**src/rtl/if_stage.sv**
```systemverilog
// Instruction fetch: PC register, next-PC select and IF/ID register; a fetched word reaches IFID_instr one edge after PC.
// A branch flush outranks a stall. A stall holds PC and IF/ID. A jump flush applies only when neither is active.
module if_stage #(
    parameter logic [31:0] RESET_PC    = 32'h0000_0000,
    parameter int          IMEM_ADDR_W = 8,
    parameter int          CNT_W       = 32
) (
    input  logic                   clock,
    input  logic                   reset,
    output logic [IMEM_ADDR_W-1:0] imem_addr,
    input  logic [31:0]            imem_rdata,
    input  logic                   stall,
    input  logic                   EXMEM_PCSrc,
    input  logic [31:0]            EXMEM_branch_target,
    input  logic                   id_jump,
    input  logic [25:0]            id_jump_index,
    output logic [31:0]            PC,
    output logic [31:0]            instr,
    output logic [31:0]            IFID_instr,
    output logic [31:0]            IFID_PCplus4,
    output logic [CNT_W-1:0]       fetch_count,
    output logic [CNT_W-1:0]       stall_count,
    output logic [CNT_W-1:0]       flush_count
);

    typedef enum logic [1:0] {
        ACT_BRANCH = 2'd0,
        ACT_HOLD   = 2'd1,
        ACT_JUMP   = 2'd2,
        ACT_FETCH  = 2'd3
    } act_e;

    localparam logic [31:0]      PC_RST  = {RESET_PC[31:2], 2'b00};
    localparam logic [CNT_W-1:0] CNT_ONE = {{(CNT_W-1){1'b0}}, 1'b1};

    logic [31:0]      pc_q, pc_d;
    logic [31:0]      ifid_instr_q, ifid_instr_d;
    logic [31:0]      ifid_pc4_q, ifid_pc4_d;
    logic [CNT_W-1:0] fetch_cnt_q, fetch_cnt_d;
    logic [CNT_W-1:0] stall_cnt_q, stall_cnt_d;
    logic [CNT_W-1:0] flush_cnt_q, flush_cnt_d;
    logic [31:0]      pc_plus4;
    act_e             act;

    assign pc_plus4 = pc_q + 32'd4;

    always_comb begin
        act = ACT_FETCH;
        if (EXMEM_PCSrc) begin
            act = ACT_BRANCH;
        end else if (stall) begin
            act = ACT_HOLD;
        end else if (id_jump) begin
            act = ACT_JUMP;
        end
    end

    always_comb begin
        pc_d         = pc_q;
        ifid_instr_d = ifid_instr_q;
        ifid_pc4_d   = ifid_pc4_q;
        fetch_cnt_d  = fetch_cnt_q;
        stall_cnt_d  = stall_cnt_q;
        flush_cnt_d  = flush_cnt_q;
        unique case (act)
            ACT_BRANCH: begin
                pc_d         = {EXMEM_branch_target[31:2], 2'b00};
                ifid_instr_d = 32'h0;
                ifid_pc4_d   = 32'h0;
                flush_cnt_d  = flush_cnt_q + CNT_ONE;
            end
            ACT_HOLD: begin
                // IF/ID holds, so a pending jump in ID is seen again next cycle
                stall_cnt_d = stall_cnt_q + CNT_ONE;
            end
            ACT_JUMP: begin
                pc_d         = {ifid_pc4_q[31:28], id_jump_index, 2'b00};
                ifid_instr_d = 32'h0;
                ifid_pc4_d   = 32'h0;
                flush_cnt_d  = flush_cnt_q + CNT_ONE;
            end
            ACT_FETCH: begin
                pc_d         = pc_plus4;
                ifid_instr_d = imem_rdata;
                ifid_pc4_d   = pc_plus4;
                // all-zero word is a bubble, not a real fetch
                if (imem_rdata != 32'h0) begin
                    fetch_cnt_d = fetch_cnt_q + CNT_ONE;
                end
            end
            default: begin
                pc_d = pc_q;
            end
        endcase
    end

    always_ff @(posedge clock or negedge reset) begin
        if (!reset) begin
            pc_q         <= PC_RST;
            ifid_instr_q <= 32'h0;
            ifid_pc4_q   <= 32'h0;
            fetch_cnt_q  <= '0;
            stall_cnt_q  <= '0;
            flush_cnt_q  <= '0;
        end else begin
            pc_q         <= pc_d;
            ifid_instr_q <= ifid_instr_d;
            ifid_pc4_q   <= ifid_pc4_d;
            fetch_cnt_q  <= fetch_cnt_d;
            stall_cnt_q  <= stall_cnt_d;
            flush_cnt_q  <= flush_cnt_d;
        end
    end

    assign imem_addr    = pc_q[IMEM_ADDR_W+1:2];
    assign PC           = pc_q;
    assign instr        = imem_rdata;
    assign IFID_instr   = ifid_instr_q;
    assign IFID_PCplus4 = ifid_pc4_q;
    assign fetch_count  = fetch_cnt_q;
    assign stall_count  = stall_cnt_q;
    assign flush_count  = flush_cnt_q;

endmodule

```
**config.mk**
```make
export PLATFORM = sky130hd
export DESIGN_NAME = if_stage
export DESIGN_NICKNAME = d
export VERILOG_FILES = /design/src/rtl/if_stage.sv
export SDC_FILE = /design/constraint.sdc
export NUM_CORES = 1
export LEC_CHECK = 0
export CORE_ASPECT_RATIO = 1.1
export CORE_MARGIN = 3
export CORE_UTILIZATION = 41
export DETAILED_ROUTE_END_ITERATION = 8
export GPL_ROUTABILITY_DRIVEN = 1
export HOLD_SLACK_MARGIN = 0.15
export PLACE_DENSITY = 0.8
export SYNTH_ARGS = -nofsm -noshare
export SYNTH_HDL_FRONTEND = slang
export SYNTH_SLANG_ARGS = --single-unit
export TNS_END_PERCENT = 30
```
**constraint.sdc**
```tcl
create_clock -name clock -period 1.7 [get_ports clock]
set_input_delay 0.255 -clock clock [delete_from_list [all_inputs] [get_ports clock]]
set_output_delay 0.255 -clock clock [all_outputs]
set_load 0.01 [all_outputs]
```
==> results.sh <==
export IMPL_dp_hpwl_um=23100
export IMPL_cts_root_buf="clkbuf_16"
export IMPL_p_switching_mw=3.57
export IMPL_fmax_mhz=573
export IMPL_clk_latency_ps=430
export IMPL_avgSynthCellArea_sq_um=10.1
export IMPL_p_int_mw=8.32
export IMPL_max_cap_violations=0
export IMPL_numCtsBuffers=17
export IMPL_drv_slew=0
export IMPL_drt_iter0_drc=462
export IMPL_n_antenna_cell=0
export IMPL_row_count=56
export IMPL_n_fill_cell=1628
export IMPL_status="complete, but fails checks"
export IMPL_ir_drop_uv=642
export IMPL_synth_edff_count=0
export IMPL_drive_gt1_frac=0.226
export IMPL_hold_violations=0
export IMPL_finalNonFillerCells=1649
export IMPL_pwr_density_cell_nw_per_um2=805
export IMPL_worst_clock_skew_ps=15.1
export IMPL_grt_pass1_vias=8906
export IMPL_wire_per_inst_um=18.9
export IMPL_worst_path_most_repeated_cell="buf_4"
export IMPL_via_per_inst=5.29
export IMPL_p_comb_frac=0.244
export IMPL_dieHeight_um=163
export IMPL_path_class="register to register"
export IMPL_drt_total_wl_um=31200
export IMPL_synth_seq_area_share=0.512
export IMPL_synth_top_cell_by_area="dfrtp_1"
export IMPL_holdWs_ps=218
export IMPL_cp_top_family="flip-flops"
export IMPL_rsz0062_at_grt="true"
export IMPL_worstPathRequired_ps=1990
export IMPL_grt_max_degree=58
export IMPL_gp_congestion=0.873
export IMPL_slowest_stage="dfrtp_2"
export IMPL_dieArea_sq_um=24200
export IMPL_setup_slack_ps=-44.1
export IMPL_antenna_found_initial=0
export IMPL_cp_data_arrival_time_ps=2030
export IMPL_ys_types=51
export IMPL_vias=8715
export IMPL_area_delta_synth_final_pct=61.0
export IMPL_cp_max_fo=6
export IMPL_dr_pass1_iters=5
export IMPL_grt_overflow=0
export IMPL_clock_path_buffers=2
export IMPL_fin_crit_ps=1740
export IMPL_netlist_area_sq_um=9180
export IMPL_port_buffers=320
export IMPL_initial_core_util=0.424
export IMPL_synth_area_top_cells="dfrtp_1, xnor2_1, xor2_1"
export IMPL_mostFrequentLayoutCells="clkdlybuf4s50_1, dfrtp_1, buf_4"
export IMPL_ios=327
export IMPL_end_kind="register"
export IMPL_core_area_sq_um=21700
export IMPL_nets=1445
export IMPL_fin_util=0.683
export IMPL_grt_pass1_wl_um=47600
export IMPL_synthArstFlopShare=1.00
export IMPL_final_antenna_net_count=0
export IMPL_synthFlopType="dfrtp_1"
export IMPL_cpPeakStageDelay_ps=440
export IMPL_violations="setup timing"
export IMPL_finalCritPeriodShare=1.03
export IMPL_dp_cells=1601
export IMPL_leakage_nw=7.39
export IMPL_clock_sinks=188
export IMPL_htreeDepth=4
export IMPL_hold_path_class="input pin to register"
export IMPL_path_clk_slew_ps=80
export IMPL_synth_top_area_frac=0.512
export IMPL_grtUsageTotal=0.249
export IMPL_setup_viol=7
export IMPL_p_seq_frac=0.432
export IMPL_crit_path_start_kind="register"
export IMPL_layout_commonest_cell="clkdlybuf4s50_1"
export IMPL_synth_seq_cells=188
export IMPL_tightest_slew_ps=546
export IMPL_p_clk_frac=0.324
export IMPL_crit_chain="ha_4, and4_4, and4_1, buf_6, buf_4, buf_4, xnor2_2, o221ai_1"
export IMPL_die_w_um=149
export IMPL_synthCells=905
export IMPL_tritoncts="yes"
export IMPL_power_switching_share=0.301
export IMPL_drc_errors=0
export IMPL_ys_warn_count=0
export IMPL_path_buf_inv=3
export IMPL_relSlewSlack=0.636
-- cell usage after synthesis, drive strengths merged (2+ instances only) --
library cell,n
or3,2
nand3,45
o2111ai,3
mux2,5
mux2i,2
o221ai,11
a21oi,32
o21ai,51
nand3b,2
and3,18
nor4,25
xnor2,60
nor3,25
and2,10
o22a,2
buf,63
nand4,27
inv,15
a2bb2oi,5
clkbuf,27
and4,12
dfrtp,188
a31oi,3
a22oi,14
xor2,59
nor2b,3
o211ai,2
nand2,103
ha,4
a22o,33
or2,2
nor2,42
o22ai,2
-- final cells by class --
type	instances	area, sq um	area share
Multi-Input combinational cell	615	4300	0.291
Inverter	15	56.3	0.00381
Sequential cell	188	4710	0.319
Clock inverter	14	126	0.00855
Tap cell	290	363	0.0246
Clock buffer	18	439	0.0297
Timing Repair Buffer	509	4780	0.323
-- flip-flops by register name, indices dropped and copies added (netlist names) --
signal,count
stall_count,32
IFID_PCplus4,30
fetch_count,32
PC,30
IFID_instr,32
flush_count,32
-- logic make-up (layout without fill, tap and decap cells) --
group                      after synthesis  after routing  synth area share
xor gates and xnor gates               119            119             0.114
muxes                                    7              7           0.00831
AOI/OAI and AO/OA                      164            164             0.120
and+or+nand+nor                        317            317             0.177
other                                    1              4          0.000408
DFF                                    188            188             0.512
adders and majority gates                4              4           0.00545
buffers and inverters                  105            556            0.0634
-- final timing paths --
kind / startpoint / endpoint / slack [ps] / cells past startpoint
worst min-delay path: imem_rdata[10] / IFID_instr[10] / 220 / 3
worst min register to register: fetch_count[31] / fetch_count[31] / 480 / 1
worst max-delay path: PC[3] / PC[16] / -40 / 8
min in group asynchronous: reset / IFID_instr[15] / 370 / 2
worst max register to register: PC[3] / PC[16] / -40 / 8
max in group asynchronous: reset / PC[3] / 690 / 3
-- layer usage --
layer  global-route usage  part of all wire  up-vias  wire length, um
li1                     -                 -     4050                -
met1                0.312              0.40     4254            12600
met2                0.430              0.50      350            15700
met3               0.0565             0.068       61             2120
met4               0.0781             0.024        0              743
met5                    0                 0        -                0
-- metrics by stage --
| step | setup slack, ps | area, sq um | TNS (ps) | total power [mW] |
|---|---|---|---|---|
| floorplan | -37.0 | 9230 | -185 | 6.32 |
| global placement | -555 | 13700 | -35980 | 8.14 |
| detailed placement | -600 | 13700 | -42100 | 8.20 |
| CTS | -25.6 | 14300 | -73.5 | 11.9 |
| global route | -125 | 14800 | -1680 | 12.5 |
| finish | -44.1 | 14800 | -118 | 11.9 |
-- power by group through the flow --
stage	sequential (mW)	clock, mW	combinational [mW]
after floorplan	5.43	0	0.891
after global placement	5.19	0	2.95
after detailed placement	5.21	0	2.99
after CTS	5.13	3.94	2.83
after global routing	5.18	4.15	3.12
final	5.14	3.86	2.90
-- worst reg2reg max path: cells and delay by family, from the launching register on --
family / cells / cell delay [ps]
DFF: 1 / 440
AOI/OAI and AO/OA: 1 / 130
adders and majority gates: 1 / 170
and+or+nand+nor: 2 / 310
xor gates and xnor gates: 1 / 150
buffers and inverters: 3 / 410
-- timing repair --
action	CTS	global route
hold buffers	1	0
endpoints found under the setup margin	121	133
cloned	0	1
resized for setup	97	116
buffers inserted	2	12
hold endpoints to repair	50	0
pin swaps	10	33
Note: power is estimated with default switching activity, not from simulation.
